### config.mk
export PLATFORM = sky130hd
export DESIGN_NAME = press_timer
export DESIGN_NICKNAME = d
export VERILOG_FILES = /design/src/rtl/pattern_checker_timer.sv
export SDC_FILE = /design/constraint.sdc
export NUM_CORES = 1
export LEC_CHECK = 0
export CAP_MARGIN = 25
export CORE_ASPECT_RATIO = 1.2
export CORE_MARGIN = 3
export CORE_UTILIZATION = 45
export DETAILED_ROUTE_END_ITERATION = 7
export MAX_ROUTING_LAYER = met4
export SYNTH_ARGS = -nofsm -noshare
export SYNTH_HDL_FRONTEND = slang
export SYNTH_SLANG_ARGS = --single-unit
### constraint.sdc
create_clock -name clk -period 2.4 [get_ports clk]
set_input_delay 0.48 -clock clk [delete_from_list [all_inputs] [get_ports clk]]
set_output_delay 0.48 -clock clk [all_outputs]
set_load 0.05 [all_outputs]
### src/rtl/pattern_checker_timer.sv
// Per-press idle timer: clear has priority over count enable.
// Expiry is flagged while the count sits at TIMEOUT_CYCLES-1.
module press_timer #(
  parameter int TIMEOUT_CYCLES = 50000000
) (
  input  logic clk,
  input  logic reset_n,
  input  logic clr_i,
  input  logic en_i,
  output logic expired_o
);

  localparam int TW = $clog2(TIMEOUT_CYCLES);

  logic [TW-1:0] cnt_q;
  logic [TW-1:0] cnt_d;

  always_comb begin
    cnt_d = cnt_q;
    if (clr_i) begin
      cnt_d = '0;
    end else if (en_i && !expired_o) begin
      cnt_d = cnt_q + TW'(1);
    end
  end

  always_ff @(posedge clk or negedge reset_n) begin
    if (!reset_n) begin
      cnt_q <= '0;
    end else begin
      cnt_q <= cnt_d;
    end
  end

  assign expired_o = (cnt_q == TW'(TIMEOUT_CYCLES - 1));

endmodule

==> results_dict.tcl, run 1 <==
set metrics [dict create \
    netlist_area_um2 1420 \
    failed_checks "setup timing" \
    path_max_fanout 2 \
    setup_viol 1 \
    clk_root_buffer_cell "clkbuf_4" \
    switching_power_uw 152 \
    clkSinkCount 26 \
    ctsHoldBuffers 0 \
    clk_pin_slew_worst_paths_ns 0.13 \
    final_core_util_pct 55.8 \
    r2r_cells 7 \
    slowest_stage "or4_4" \
    drive_gt1_share_pct 14.2 \
    finalPower_uw 668 \
    yosys-top-cells-area "dfrtp_1, nor2_1, xnor2_1, xor2_1, nand3_1" \
    period_share_pct 106 \
    ios 5 \
    final_common_cell "dfrtp_1" \
    grt_use_total_pct 18.9 \
    grt_max_degree 27 \
    synth-seq-cells 26 \
    crit_start "cnt_q[8]$_DFFE_PN0P_" \
    r2r_start "cnt_q[8]$_DFFE_PN0P_" \
    core_um2 2890 \
    combPwrFrac_pct 6.1 \
    antennaDiodeCount 0 \
    intPower_uw 516 \
    start_util_pct 49.0 \
    min_path_type "input pin to async pin" \
    syn_nets 159 \
    switching_share_pct 22.8 \
    vias_per_cell 5.92 \
    arrival_ns 2.08 \
    largest_register_ffs 26 \
    crit_chain "or4b_1 -> or4_4 -> nor2_4 -> buf_12" \
    relSlewSlack_pct 73.0 \
    dieHeight_um 67.5 \
    endpoint "expired_o" \
    yosys.area.top_type "dfrtp_1" \
    antenna_found_initial 0 \
    row_count 21 \
    power_leakage_nw 0.665 \
    synth_seq_area_share_pct 45.9 \
    pwr-share-seq_pct 66.7 \
    start_kind "flip-flop" \
    fmax_mhz 391 \
    mostFrequentLayoutCells "dfrtp_1, nor2_1, buf_4, nand3_1, nand2_1" \
    htreeDepth 1 \
    yosysWarnings 0 \
    via_count 1201 \
    drt_first_pass_iters 4 \
    clock_path_buffers 2 \
    drt-total-wl_mm 3.04 \
    worst_pin_slew_ns 0.405 \
    pwr-share-clk_pct 27.2 \
    hold_viol_final 0 \
    ant_nets 0 \
    status "complete, but fails checks" \
    dieArea_um2 3860 \
    cts_made_buffers 3 \
    tritoncts "yes" \
    insertion_delay_ns 0.32 \
    crit_path_end_kind "output port" \
    synth_cells 154 \
    dpl.hpwl_mm 2.27 \
    finalCriticalPeriod_ns 2.56 \
    worstSetupPathType "flip-flop to output port" \
    maxCapViolCount 0 \
    ir_drop_mv 0.304 \
    ctsResizeCount 0 \
    avgRoutedWirePerCell_um 15.0 \
    drc_errors 0 \
    place_congestion 0.828 \
    worstPathRequired_ns 1.92 \
    synth_cell_types 34 \
    syn_area_per_cell_um2 9.20 \
    area_growth_pct 14.0 \
    dieWidth_um 57.2 \
    synth_top_area_share_pct 45.9 \
    final_nets 176 \
    synth_edf_count 0 \
    rsz0062_at_grt "true" \
    finalWorstSetupSlack_ns -0.156 \
    grt_overflow_total 0 \
    r2r_setup_slack_ns 0.11 \
    synthFlopType "dfrtp_1" \
    max_stage_delay_ns 0.57 \
    regMostFlops "cnt_q" \
    drt_iter0_markers 66 \
    finClkSkew_ns 0.00371 \
    synth-async-reset-ratio_pct 100 \
    drv_slew 0 \
    timing.rr.end "cnt_q[1]$_DFFE_PN0P_" \
    portBuffers 4 \
    p_per_area_nw_per_um2 414 \
    largestRegisters "cnt_q x26" \
    first_global_vias 1197 \
    grt_first_pass_wirelength_mm 5.42 \
]
area by class of cell:
cell class	count	area, um^2
Clock buffer	3	22.5
Fill cell	273	1280
Inverter	2	7.51
Multi-Input combinational cell	120	736
Sequential cell	26	651
Tap cell	34	42.5
Timing Repair Buffer	18	155
critical path, delay by kind of cell (launching register included):
family / cells / cell delay, ns
DFF: 1 / 0.40
and+or+nand+nor: 3 / 1.22
buffers and inverters: 1 / 0.14
cells by family (layout without fill, tap and decap cells):
kind of cell               count (synthesis)  after routing  share of synthesized area, %
muxes                                      2              2                          1.50
buffers and inverters                      8             23                          2.65
xor gates and xnor gates                  18             18                          11.1
DFF                                       26             26                          45.9
adders and majority gates                  1              1                         0.883
and+or+nand+nor                           86             86                          31.7
AOI/OAI and AO/OA                         13             13                          6.18
worst min-delay path by stage:
stage                          startpoint                    end  cells past startpoint
floorplan                         reset_n   cnt_q[0]$_DFFE_PN0P_                      0
global placement    cnt_q[23]$_DFFE_PN0P_  cnt_q[23]$_DFFE_PN0P_                      2
detailed placement  cnt_q[23]$_DFFE_PN0P_  cnt_q[23]$_DFFE_PN0P_                      2
CTS                               reset_n  cnt_q[13]$_DFFE_PN0P_                      2
global route                      reset_n  cnt_q[11]$_DFFE_PN0P_                      2
finish                            reset_n  cnt_q[11]$_DFFE_PN0P_                      2
per-stage QoR:
stage	cells	TNS (ns)	setup WS (ns)	area, um^2	hold WS [ns]
floorplan	154	0	0.144	1420	0.184
global placement	196	0	0.136	1560	0.535
detailed placement	196	0	0.108	1560	0.536
CTS	203	-0.181	-0.181	1610	0.518
global route	203	-0.223	-0.223	1610	0.520
finish	203	-0.156	-0.156	1610	0.518
power by group through the flow:
stage                     combinational [mW]  sequential, mW  clock, mW
after floorplan                       0.0200           0.453          0
after global placement                0.0409           0.453          0
after detailed placement              0.0417           0.454          0
after CTS                             0.0419           0.446      0.193
after global routing                  0.0462           0.446      0.206
final                                 0.0409           0.445      0.182
routing by layer:
metal  global-route usage (%)  share of wire (%)  routed length [um]  up-vias
li1                         -                  -                   -      571
met1                     22.0                 42                1290      599
met2                     32.0                 51                1550       21
met3                     2.10                2.8                  84       10
met4                     9.86                3.6                 108        0
met5                        -                  0                   0        -
Yosys cell counts (2+ instances only):
library cell / count
xnor2_1: 10
xor2_1: 8
nand3_1: 13
and3_1: 5
inv_1: 2
or3_1: 3
nand2_1: 12
o211ai_1: 2
nand4_1: 2
o31ai_1: 2
nor4_1: 3
dfrtp_1: 26
a21oi_1: 4
nor2b_1: 2
nor2_1: 25
or4_1: 4
nor3_1: 9
clkbuf_1: 5
o21ai_1: 2
what timing repair did:
| item | CTS | global route |
|---|---|---|
| pin swaps | 1 | 0 |
| buffers inserted | 4 | 0 |
| endpoints found under the setup margin | 1 | 1 |
(Power assumes the default switching activity.)
==> inputs of run 2 (changes only) <==
==> constraint.sdc (replaced) <==
create_clock -name clk -period 2.4 [get_ports clk]
set_input_delay 0.36 -clock clk [delete_from_list [all_inputs] [get_ports clk]]
set_output_delay 0.36 -clock clk [all_outputs]
set_load 0.05 [all_outputs]
==> run 2 against run 1 <==
  * The flow still finishes with violations (setup timing)
  * Largest power group unchanged
  * Via count fell by 3.8%
  * Die area did not move
  * Sequential power barely moved
==> results_dict.tcl, run 2 (synthesis gave the netlist of run 1 again) <==
set metrics [dict create \
    area_growth_pct 14.0 \
    min_path_type "input pin to async pin" \
    core_um2 2890 \
    drt-total-wl_mm 2.98 \
    rsz0062_at_grt "true" \
    grt_first_pass_wirelength_mm 5.22 \
    clock_path_buffers 2 \
    clkSinkCount 26 \
    antenna_found_initial 0 \
    final_nets 176 \
    ios 5 \
    power_leakage_nw 0.666 \
    maxCapViolCount 0 \
    status "complete, but fails checks" \
    crit_path_end_kind "output port" \
    largestRegisters "cnt_q x26" \
    ctsHoldBuffers 0 \
    hold_viol_final 0 \
    failed_checks "setup timing" \
    avgRoutedWirePerCell_um 14.7 \
    busiest_layer "met2" \
    start_kind "flip-flop" \
    relSlewSlack_pct 68.3 \
    antennaDiodeCount 0 \
    period_share_pct 102 \
    pwr-share-seq_pct 66.8 \
    dieArea_um2 3860 \
    final_common_cell "dfrtp_1" \
    use_met2_pct 30.1 \
    insertion_delay_ns 0.32 \
    dieWidth_um 57.2 \
    finClkSkew_ns 0.00576 \
    portBuffers 4 \
    start_util_pct 49.0 \
    drive_gt1_share_pct 14.2 \
    clk_root_buffer_cell "clkbuf_4" \
    grt_max_degree 27 \
    drv_slew 0 \
    grt_use_met1_pct 21.9 \
    worstSetupPathType "flip-flop to output port" \
    grt.met3_usage_pct 2.29 \
    drt_iter0_markers 57 \
    dieHeight_um 67.5 \
    pwr-share-clk_pct 27.3 \
    switching_power_uw 152 \
    worst_path_dominant_cell_family "simple AND/OR/NAND/NOR gates" \
    path_max_fanout 4 \
    postLayoutCellArea_um2 1610 \
    grt_overflow_total 0 \
    row_count 21 \
    p_per_area_nw_per_um2 413 \
    ant_nets 0 \
    placed_area_um2 1530 \
    dp_slack_ns 0.192 \
    mostFrequentLayoutCells "dfrtp_1, nor2_1, buf_4, nand3_1, nand2_1" \
    fin_hold_ws_ns 0.391 \
    path_buf_inv 1 \
    cts_made_buffers 3 \
    drt_first_pass_iters 4 \
    crit_chain "or4_1 -> or4_4 -> nor2_4 -> buf_12" \
    dpl.hpwl_mm 2.11 \
    switching_share_pct 22.9 \
    vias_per_cell 5.69 \
    finalCriticalPeriod_ns 2.45 \
    grt_use_total_pct 17.9 \
    place_congestion 0.807 \
    drc_errors 0 \
    slowest_stage "or4_4" \
    setup_viol 1 \
    arrival_ns 2.09 \
    htreeDepth 1 \
    regMostFlops "cnt_q" \
    combPwrFrac_pct 5.9 \
    worstPathRequired_ns 2.04 \
    ir_drop_mv 0.246 \
    tritoncts "yes" \
    largest_register_ffs 26 \
    clk_pin_slew_worst_paths_ns 0.13 \
    finalWorstSetupSlack_ns -0.0524 \
    fmax_mhz 408 \
    via_count 1155 \
    max_stage_delay_ns 0.56 \
    first_global_vias 1149 \
    intPower_uw 515 \
    worst_pin_slew_ns 0.474 \
]
[run 2: final cells by class]
cell class,instances,area [um^2]
fill,280,1280
timing repair buffer,18,155
clock buffer,3,22.5
multi-input combinational,120,736
inverter,2,7.51
tap,34,42.5
sequential,26,651
[run 2: power groups by stage]
stage	logic [mW]	clock network, mW	registers, mW
finish	0.0396	0.182	0.445
global route	0.0444	0.211	0.446
CTS	0.0404	0.195	0.445
detailed placement	0.0400	0	0.454
global placement	0.0394	0	0.453
floorplan	0.0200	0	0.453
[run 2: path summary, 6_finish.rpt]
check,startpoint,endpoint,slack [ns],depth (start not counted)
worst max-delay path,cnt_q[10]$_DFFE_PN0P_,expired_o,-0.05,4
worst min-delay path,reset_n,cnt_q[3]$_DFFE_PN0P_,0.39,2
worst max register to register,cnt_q[10]$_DFFE_PN0P_,cnt_q[1]$_DFFE_PN0P_,0.13,7
worst min register to register,cnt_q[23]$_DFFE_PN0P_,cnt_q[23]$_DFFE_PN0P_,0.56,2
max in group asynchronous,reset_n,cnt_q[18]$_DFFE_PN0P_,1.76,2
min in group clk,cnt_q[23]$_DFFE_PN0P_,cnt_q[23]$_DFFE_PN0P_,0.56,2
[run 2: metrics by stage]
stage / TNS (ns) / instances / total power, mW / util, %
2_1_floorplan: 0 / 154 / 0.473 / -
3_3_place_gp: 0 / 192 / 0.493 / 52.8
3_5_place_dp: 0 / 192 / 0.494 / 52.8
4_1_cts: -0.0654 / 202 / 0.681 / 55.6
5_1_grt: -0.124 / 203 / 0.701 / 55.8
6_report: -0.0524 / 203 / 0.667 / 55.8
[run 2: repair_timing]
| item | CTS | global route |
|---|---|---|
| endpoints found under the setup margin | 1 | 1 |
| buffers inserted | 7 | 1 |
| pin swaps | 1 | 2 |
| resized for setup | 1 | 0 |
[run 2: routing by layer]
layer / up-vias / share of wire (%)
met5: - / 0
met4: 0 / 1.1
met3: 4 / 3.4
met2: 22 / 49
met1: 557 / 47
li1: 572 / -
==> inputs of run 3 (changes only) <==
--- a/config.mk
+++ b/config.mk
@@ -11,6 +11,8 @@
 export CORE_UTILIZATION = 45
 export DETAILED_ROUTE_END_ITERATION = 7
 export MAX_ROUTING_LAYER = met4
+export REMOVE_ABC_BUFFERS = 1
 export SYNTH_ARGS = -nofsm -noshare
 export SYNTH_HDL_FRONTEND = slang
 export SYNTH_SLANG_ARGS = --single-unit
+export TNS_END_PERCENT = 5
==> run 3 against run 2 <==
  * The flow still finishes with violations (setup timing)
  * Via count is 3.0% higher
  * Total power is 0.52% higher
  * Setup slack worse by 0.020 ns
  * Sequential share of layout area is 0.49 points lower
  * Die area stayed put
  * First-iteration DRC count is 18% lower
  * Maximum frequency is 0.82% lower
  * Clock power hardly changed
  * Hold slack worse by 0.0025 ns
  * Utilization is 0.69 points higher
  * Clock skew is 0.0016 ns lower
  * Wire length is 3.9% higher
  * Critical path type unchanged
  * Critical endpoint unchanged
  * Largest power group unchanged
==> results_dict.tcl, run 3 (synthesis gave the netlist of run 1 again) <==
set metrics [dict create \
    status "complete, but fails checks" \
    failed_checks "setup timing" \
    finalSetupTns_ns -0.0726 \
    crit_start "cnt_q[9]$_DFFE_PN0P_" \
    avgRoutedWirePerCell_um 15.2 \
    row_count 21 \
    drv_slew 0 \
    final_common_cell "dfrtp_1" \
    multi_input_area_um2 736 \
    min_path_type "input pin to async pin" \
    core_um2 2890 \
    dieHeight_um 67.5 \
    insertion_delay_ns 0.32 \
    hold_viol_final 0 \
    place_congestion 0.831 \
    mostFrequentLayoutCells "dfrtp_1, nor2_1, buf_4, nand3_1, nand2_1" \
    first_global_vias 1139 \
    portBuffers 4 \
    dp_slack_ns 0.153 \
    fillers 275 \
    via_count 1190 \
    drc_errors 0 \
    finalCriticalPeriod_ns 2.47 \
    timing.rr.end "cnt_q[15]$_DFFE_PN0P_" \
    finClkSkew_ns 0.00414 \
    clk_root_buffer_cell "clkbuf_4" \
    drt_iter0_markers 47 \
    relSlewSlack_pct 62.0 \
    r2r_setup_slack_ns 0.01 \
    grt_first_pass_wirelength_mm 5.24 \
    maxCapViolCount 0 \
    drt_first_pass_iters 4 \
    placed_area_um2 1560 \
    clk_pin_slew_worst_paths_ns 0.13 \
    tritoncts "yes" \
    dpl.hpwl_mm 2.21 \
    fmax_mhz 404 \
    r2r_start "cnt_q[9]$_DFFE_PN0P_" \
    setup_viol 1 \
    p_per_area_nw_per_um2 410 \
    dieArea_um2 3860 \
    worst_pin_slew_ns 0.568 \
    drt-total-wl_mm 3.10 \
    cts_made_buffers 3 \
    max_stage_delay_ns 0.58 \
    largestRegisters "cnt_q x26" \
    antenna_found_initial 0 \
    crit_chain "or4b_1 -> or4_4 -> nor2_4 -> buf_12" \
    crit_path_end_kind "output port" \
    fin_hold_ws_ns 0.388 \
    clkSinkCount 26 \
    grt_use_total_pct 18.1 \
    period_share_pct 103 \
    postLayoutCellArea_um2 1630 \
    path_max_fanout 3 \
    htreeDepth 1 \
    r2r_cells 7 \
    slowest_stage "or4_4" \
    finalWorstSetupSlack_ns -0.0726 \
    worstPathRequired_ns 2.04 \
    clock_path_buffers 2 \
    area_growth_pct 15.4 \
    ant_nets 0 \
    drive_gt1_share_pct 14.7 \
    start_util_pct 49.0 \
    antennaDiodeCount 0 \
    power_leakage_nw 0.676 \
    ir_drop_mv 0.247 \
    ios 5 \
    grt_overflow_total 0 \
    regArea_um2 651 \
    largest_register_ffs 26 \
    start_kind "flip-flop" \
    final_nets 177 \
    arrival_ns 2.11 \
    dieWidth_um 57.2 \
    worstSetupPathType "flip-flop to output port" \
    grt_max_degree 27 \
    regMostFlops "cnt_q" \
    rsz0062_at_grt "true" \
    vias_per_cell 5.83 \
    endpoint "expired_o" \
]
-- run 3: final cells by class --
class                   instances  area share [%]
clock buffers                   3            1.38
inverters                       2           0.459
multi-input cells             120            45.0
flip-flops and latches         26            39.8
well taps                      34            2.60
repair buffers                 19            10.7
-- run 3: per-stage QoR --
stage               std cells  power, mW  utilization, %
global route              204      0.699            56.5
detailed placement        195      0.496            53.9
global placement          195      0.495            53.9
floorplan                 148      0.464               -
CTS                       201      0.686            55.8
finish                    204      0.670            56.5
-- run 3: worst min-delay path by stage --
stage                                     start  cells after the start                     to
final                                   reset_n                      2  cnt_q[15]$_DFFE_PN0P_
after global routing                    reset_n                      2  cnt_q[15]$_DFFE_PN0P_
after CTS                               reset_n                      2   cnt_q[3]$_DFFE_PN0P_
after detailed placement  cnt_q[23]$_DFFE_PN0P_                      2  cnt_q[23]$_DFFE_PN0P_
after global placement    cnt_q[23]$_DFFE_PN0P_                      2  cnt_q[23]$_DFFE_PN0P_
after floorplan                         reset_n                      0   cnt_q[0]$_DFFE_PN0P_
-- run 3: critical path: cells and delay by family (launching register included) --
kind | cells | cell delay (ns)
AND/OR/NAND/NOR | 3 | 1.25
buffers and inverters | 1 | 0.15
flip-flops | 1 | 0.40
-- run 3: metal layers --
layer  vias up  share of wire, %  track usage (%)
met3         5               2.4             2.10
met4         0               1.5             6.67
met2        19                50             30.0
met1       592                46             22.8
li1        574                 -                -
met5         -                 0                -
-- run 3: where the power goes --
part	leakage [nW]	internal, mW	switching, mW	total [mW]
combinational	0.300	0.0163	0.0259	0.0422
clock	0.0138	0.0588	0.124	0.182
sequential	0.362	0.442	0.00434	0.446
total	0.676	0.517	0.154	0.670
-- run 3: repair_timing --
| item | CTS | global route |
|---|---|---|
| setup endpoints to repair | 1 | 1 |
| hold buffers | 0 | 0 |
| pin swaps | 0 | 3 |
| gates resized for setup | 2 | 0 |
| buffers inserted | 3 | 3 |
